[src/rtl/mips_multicycle_ctrl.sv]
// Main control FSM of the multicycle MIPS core.
// Steps each instruction through fetch, decode, execute, memory and writeback
// states from the 6-bit opcode. It drives every datapath enable and mux select,
// and produces the 2-bit ALUOp code for the ALU decoder.
// Every state that touches memory waits on mem_ready.
// Optional feature: define MC_CTRL_ADDI_J_EN to build the ADDI and J states.
// Without it, those opcodes decode as illegal.
module mips_multicycle_ctrl (
  input  logic       clk,
  input  logic       rst_n,
  input  logic [5:0] opcode,
  input  logic       mem_ready,
  output logic [1:0] alu_op,
  output logic       alu_src_a,
  output logic [1:0] alu_src_b,
  output logic [1:0] pc_src,
  output logic       iord,
  output logic       ir_write,
  output logic       pc_write,
  output logic       branch,
  output logic       mem_write,
  output logic       reg_write,
  output logic       mem_to_reg,
  output logic       reg_dst,
  output logic       illegal_op
);

  localparam logic [5:0] OP_RTYPE = 6'b000000;
  localparam logic [5:0] OP_LW    = 6'b100011;
  localparam logic [5:0] OP_SW    = 6'b101011;
  localparam logic [5:0] OP_BEQ   = 6'b000100;
`ifdef MC_CTRL_ADDI_J_EN
  localparam logic [5:0] OP_ADDI  = 6'b001000;
  localparam logic [5:0] OP_J     = 6'b000010;
`endif

  // ALUOp codes as seen by the ALU decoder; 2'b11 is never produced.
  localparam logic [1:0] ALUOP_ADD   = 2'b00;
  localparam logic [1:0] ALUOP_SUB   = 2'b01;
  localparam logic [1:0] ALUOP_FUNCT = 2'b10;

  localparam logic [1:0] SRCB_REGB  = 2'b00;
  localparam logic [1:0] SRCB_FOUR  = 2'b01;
  localparam logic [1:0] SRCB_IMM   = 2'b10;
  localparam logic [1:0] SRCB_IMMSH = 2'b11;

  localparam logic [1:0] PCSRC_ALURES = 2'b00;
  localparam logic [1:0] PCSRC_ALUOUT = 2'b01;
  localparam logic [1:0] PCSRC_JUMP   = 2'b10;

  typedef enum logic [3:0] {
    S_FETCH    = 4'd0,
    S_DECODE   = 4'd1,
    S_MEMADR   = 4'd2,
    S_MEMREAD  = 4'd3,
    S_MEMWB    = 4'd4,
    S_MEMWRITE = 4'd5,
    S_EXECUTE  = 4'd6,
    S_ALUWB    = 4'd7,
    S_BRANCH   = 4'd8
`ifdef MC_CTRL_ADDI_J_EN
    ,
    S_ADDIEX   = 4'd9,
    S_ADDIWB   = 4'd10,
    S_JUMP     = 4'd11
`endif
  } state_t;

  state_t state_q, state_d;

  // State register; a low rst_n at the edge aborts any instruction, memory waits included.
  always_ff @(posedge clk) begin
    if (!rst_n) state_q <= S_FETCH;
    else        state_q <= state_d;
  end

  // Next-state and Moore outputs; only FETCH's ir_write/pc_write follow mem_ready.
  always_comb begin
    state_d    = S_FETCH;
    alu_op     = ALUOP_ADD;
    alu_src_a  = 1'b0;
    alu_src_b  = SRCB_REGB;
    pc_src     = PCSRC_ALURES;
    iord       = 1'b0;
    ir_write   = 1'b0;
    pc_write   = 1'b0;
    branch     = 1'b0;
    mem_write  = 1'b0;
    reg_write  = 1'b0;
    mem_to_reg = 1'b0;
    reg_dst    = 1'b0;
    illegal_op = 1'b0;

    case (state_q)
      S_FETCH: begin
        // The PC+4 computation runs every cycle. PC and IR load only when the fetch completes.
        alu_src_b = SRCB_FOUR;
        ir_write  = mem_ready;
        pc_write  = mem_ready;
        state_d   = mem_ready ? S_DECODE : S_FETCH;
      end

      S_DECODE: begin
        // Precompute the branch target. The opcode is valid here because IR was loaded in FETCH.
        alu_src_b = SRCB_IMMSH;
        case (opcode)
          OP_LW, OP_SW: state_d = S_MEMADR;
          OP_RTYPE:     state_d = S_EXECUTE;
          OP_BEQ:       state_d = S_BRANCH;
`ifdef MC_CTRL_ADDI_J_EN
          OP_ADDI:      state_d = S_ADDIEX;
          OP_J:         state_d = S_JUMP;
`endif
          default: begin
            illegal_op = 1'b1;
            state_d    = S_FETCH;
          end
        endcase
      end

      S_MEMADR: begin
        alu_src_a = 1'b1;
        alu_src_b = SRCB_IMM;
        // The opcode is sampled again here. If it is no longer a memory op, abandon the instruction.
        if (opcode == OP_LW)      state_d = S_MEMREAD;
        else if (opcode == OP_SW) state_d = S_MEMWRITE;
        else                      state_d = S_FETCH;
      end

      S_MEMREAD: begin
        iord    = 1'b1;
        state_d = mem_ready ? S_MEMWB : S_MEMREAD;
      end

      S_MEMWB: begin
        mem_to_reg = 1'b1;
        reg_write  = 1'b1;
        state_d    = S_FETCH;
      end

      S_MEMWRITE: begin
        // Hold the strobe for the whole access until memory accepts it.
        iord      = 1'b1;
        mem_write = 1'b1;
        state_d   = mem_ready ? S_FETCH : S_MEMWRITE;
      end

      S_EXECUTE: begin
        alu_src_a = 1'b1;
        alu_src_b = SRCB_REGB;
        alu_op    = ALUOP_FUNCT;
        state_d   = S_ALUWB;
      end

      S_ALUWB: begin
        reg_dst   = 1'b1;
        reg_write = 1'b1;
        state_d   = S_FETCH;
      end

      S_BRANCH: begin
        // Compare the registers with SUB. The external zero flag qualifies the PC load from ALUOut.
        alu_src_a = 1'b1;
        alu_src_b = SRCB_REGB;
        alu_op    = ALUOP_SUB;
        pc_src    = PCSRC_ALUOUT;
        branch    = 1'b1;
        state_d   = S_FETCH;
      end

`ifdef MC_CTRL_ADDI_J_EN
      S_ADDIEX: begin
        alu_src_a = 1'b1;
        alu_src_b = SRCB_IMM;
        state_d   = S_ADDIWB;
      end

      S_ADDIWB: begin
        reg_write = 1'b1;
        state_d   = S_FETCH;
      end

      S_JUMP: begin
        pc_src   = PCSRC_JUMP;
        pc_write = 1'b1;
        state_d  = S_FETCH;
      end
`endif

      default: begin
        // Unused encodings drive all outputs to 0 and recover to FETCH.
        state_d = S_FETCH;
      end
    endcase
  end

endmodule
[config.mk]
export PLATFORM = sky130hd
export DESIGN_NAME = mips_multicycle_ctrl
export DESIGN_NICKNAME = d
export VERILOG_FILES = /design/src/rtl/mips_multicycle_ctrl.sv
export SDC_FILE = /design/constraint.sdc
export NUM_CORES = 1
export LEC_CHECK = 0
export BUFFER_PORTS_ARGS = -buffer_cell sky130_fd_sc_hd__buf_2
export CORE_AREA = 2 2 39 41
export DETAILED_ROUTE_END_ITERATION = 8
export DIE_AREA = 0 0 41 43
export GPL_ROUTABILITY_DRIVEN = 0
export GPL_TIMING_DRIVEN = 0
export PLACE_DENSITY = 0.73
export SLEW_MARGIN = 20
export SYNTH_ARGS = -nofsm -noshare
export SYNTH_HDL_FRONTEND = slang
export SYNTH_SLANG_ARGS = --single-unit
[constraint.sdc]
create_clock -name clk -period 1.92 [get_ports clk]
set_input_delay 0 -clock clk [delete_from_list [all_inputs] [get_ports clk]]
set_output_delay 0 -clock clk [all_outputs]
set_load 0.02 [all_outputs]
==> flow_results.org <==
** Critical path
- Reg2Reg Depth :: 6
- The cell that appears most often on the critical path is buf_2.
- Req. time, crit path :: 1.92 ns
- In this run the worst setup path terminates at pc_src[0].
- Across all register-to-register paths, the minimum setup slack is 0.53 ns.
- End of the worst register-to-register path :: state_q[2]
- Highest-delay cell along the critical path :: nor4b_1
- Cell breakdown of the critical path :: clkbuf_1 -> buf_2 -> nor4b_1 -> buf_4 -> buf_2
- In this run the worst path has a maximum fanout of 10.
- On the worst path, the slowest cell contributes a delay of 0.37 ns.
- In this run the critical register-to-register path is launched from state_q[0].
- The worst setup path is launched from a flip-flop.
- Tracing the worst setup path back leads to its startpoint at state_q[0].
- Arrival time reported for the critical path endpoint :: 1.57 ns
- CP Class :: flip-flop to primary output
- Endpoint kind of the worst setup timing path :: primary output

** Floorplan
- Standard cell core area :: 0.00138 mm2
- Die Outline Area :: 0.00176 mm2
- Starting utilization of the core area :: 34.4%
- 25 I/O pins were placed.
- Die height :: 43 um
- Number of rows created at floorplan :: 14
- The floorplan step set the die width to 41 um.

** Min path
- Path type of the worst min-delay path :: primary input to flip-flop

** Clocking
- Cts-stage hold buffer count :: 0
- Number of sinks handled by clock tree synthesis :: 4
- Number of gates given a new drive strength after cts :: 0
- Clock tree from TritonCTS :: done
- Post-CTS repair timing setup buffer count :: 0
- CTS HTree Levels :: 1
- Clock insertion delay at the later pin of the skew report :: 0.23 ns
- CTS root buf :: clkbuf_4
- Clock-pin slew was measured on the worst setup and hold paths at 0.04 ns.
- The clock passes through at most 2 buffers.
- TritonCTS Buffers :: 3

** Routing
- Wires add up to 1100 um.
- After detailed routing, the average wire length per cell comes to 10.1 um.
- Initial drt markers :: 8
- Via total after detailed routing :: 542
- The pre-antenna-repair detailed-routing pass consisted of 4 iterations.
- Using the TritonRoute via totals, the vias-per-cell ratio works out to 4.97.
- Final ANT Viol Nets :: 0
- Number of design rule violations left after detail routing :: 0

** Synth
- Cell count after synthesis :: 67
- In this run, synthesis inferred 0 flip-flops with an integrated enable.
- Share of synthesized flip-flops with an asynchronous set or reset :: 0%
- Number of warnings printed during yosys synthesis :: 0
- After synthesis, flip-flops and latches occupy 16.8% of the total area.
- Counting flops and latches in the post-synthesis netlist gives 4.
- Dividing the synthesized area by the synthesized cell count gives 7.10 um2.
- The number of nets handed over by synthesis was 76.
- For this run, the leading register cell type out of synthesis is dfxtp_1.
- The mapped netlist covers 475 um2.
- Post-synthesis cell type count :: 34

** Global route
- Total routing usage reported by global routing :: 14.1%
- Largest net degree at the start of global routing :: 11
- The first global-routing pass estimated 1750 um of wire.
- Overflow left after global routing :: 0
- Initial antenna violation count :: 0
- Via count of the first global-routing pass :: 449

** Placement
- Number of buffers added on ports :: 23
- In this run the cell area measured after placement is 611 um2.
- The wire-length estimate of the detail-placed layout is 899 um.

** Final layout
- Final non-filler cell area :: 633 um2
- Number of antenna cells inserted :: 0
- Final nets :: 104
- Fraction of final layout cells sized beyond drive strength 1 :: 41.9%
- Final core utilization :: 45.8%
- Synthesis-to-finish area growth :: 33.2%
- More flip-flops sit in one register than any other, and that register is state_q.
- Largest register FFs :: 4
- In the final layout, the registers with the most flip-flops are state_q x4.

** STA
- Derived from the worst setup path, the maximum achievable clock frequency is 635 MHz.
- The number of hold-slack violations in the final timing report came to 0.
- Final critical path time including I/O delays and setup :: 1.57 ns
- Total setup violations reported at the end of the flow :: 0
- Pins over their slew limit :: 0
- Setup total negative slack on the finished layout was measured at 0 ns.
- Final worst path period share :: 82.0%
- Setup repair after global routing left no endpoint under its margin.
- Worst clock skew :: 0.000693 ns

** Outcome
- The flow ran to the end, and the final reports show no timing, DRC or antenna violations.

** Power
- Static leakage :: 0.298 nW
- VDD sags by at most 277 uV.
- In this run the power density over the cells is 388 mW/mm2.

** Flow run
- MaxCap Viol Count :: 0
area by class of cell:
type / count / area (um2)
buffer: 8 / 53.8
clock buffer: 3 / 22.5
fill: 153 / 751
inverter: 2 / 7.51
multi-input combinational: 53 / 334
sequential: 4 / 80.1
tap: 16 / 20.0
timing repair buffer: 23 / 115
synthesized netlist by cell type (2+ instances only):
cell type	count	area share, %
inv_1	2	1.6
nor4b_1	2	3.7
buf_2	2	2.1
dfxtp_1	4	17
nor3b_1	2	3.2
buf_4	3	4.7
nand2_1	5	3.9
nor4_1	2	2.6
nor2b_1	2	2.6
a21oi_1	5	5.3
or2b_2	3	5.5
xnor2_1	2	3.7
nor3_1	3	3.2
o21ai_0	2	2.1
nor2_1	8	6.3
clkbuf_1	2	1.6
worst min path at each step:
stage / startpoint / slack [ns] / to / cells after the start
floorplan: opcode[2] / 0.17 / state_q[3] / 1
global placement: opcode[2] / 0.33 / state_q[3] / 2
detailed placement: opcode[2] / 0.33 / state_q[3] / 2
CTS: opcode[2] / 0.09 / state_q[3] / 2
global route: opcode[2] / 0.1 / state_q[3] / 2
finish: opcode[2] / 0.10 / state_q[3] / 2
cells by family after synthesis:
kind of cell    count (synthesis)  synth area share (%)
compound gates                 14                  20.3
xor+xnor                        2                  3.68
buf+inv                        10                  12.9
flops                           4                  16.8
other cells                     1                 0.789
simple gates                   36                  45.5
cells in the final DEF, fill, tap and decap left out, drive strengths merged, types with 2 or more instances in the layout:
cell | netlist | final
buf | 5 | 28
nor2 | 8 | 8
clkbuf | 3 | 6
nand2 | 5 | 5
a21oi | 5 | 5
dfxtp | 4 | 4
nor3 | 3 | 3
or2b | 3 | 3
nor2b | 2 | 2
nor4b | 2 | 2
xnor2 | 2 | 2
inv | 2 | 2
o21ai | 2 | 2
nor3b | 2 | 2
nor4 | 2 | 2
critical path, delay by kind of cell (launching register included):
family                 cells  cell delay, ns
buffers and inverters      4            0.69
flip-flops                 1            0.28
AND/OR/NAND/NOR            1            0.37
per-layer routing:
metal / vias up / global-route usage, % / part of all wire [%] / wire [um]
li1: 285 / - / - / -
met1: 236 / 17.0 / 49 / 542
met2: 21 / 23.4 / 44 / 483
met3: 0 / 3.14 / 6.8 / 75
met4: 0 / 4.00 / 0 / 0
met5: - / 0 / 0 / 0
report_power, final:
| part | switching, mW | internal, mW |
|---|---|---|
| Sequential | 0.000486 | 0.0851 |
| Clock | 0.0294 | 0.0696 |
| Combinational | 0.0355 | 0.0257 |
| Total | 0.0654 | 0.180 |
stage by stage:
stage               power [mW]  hold slack, ns  setup slack (ns)  std cells
floorplan                0.126           0.171             0.190         67
CTS                      0.251          0.0906             0.327        109
finish                   0.246           0.101             0.345        109
detailed placement       0.148           0.331             0.526        106
global placement         0.146           0.327             0.570        106
global route             0.265          0.0951             0.206        109
(Power assumes the default switching activity.)
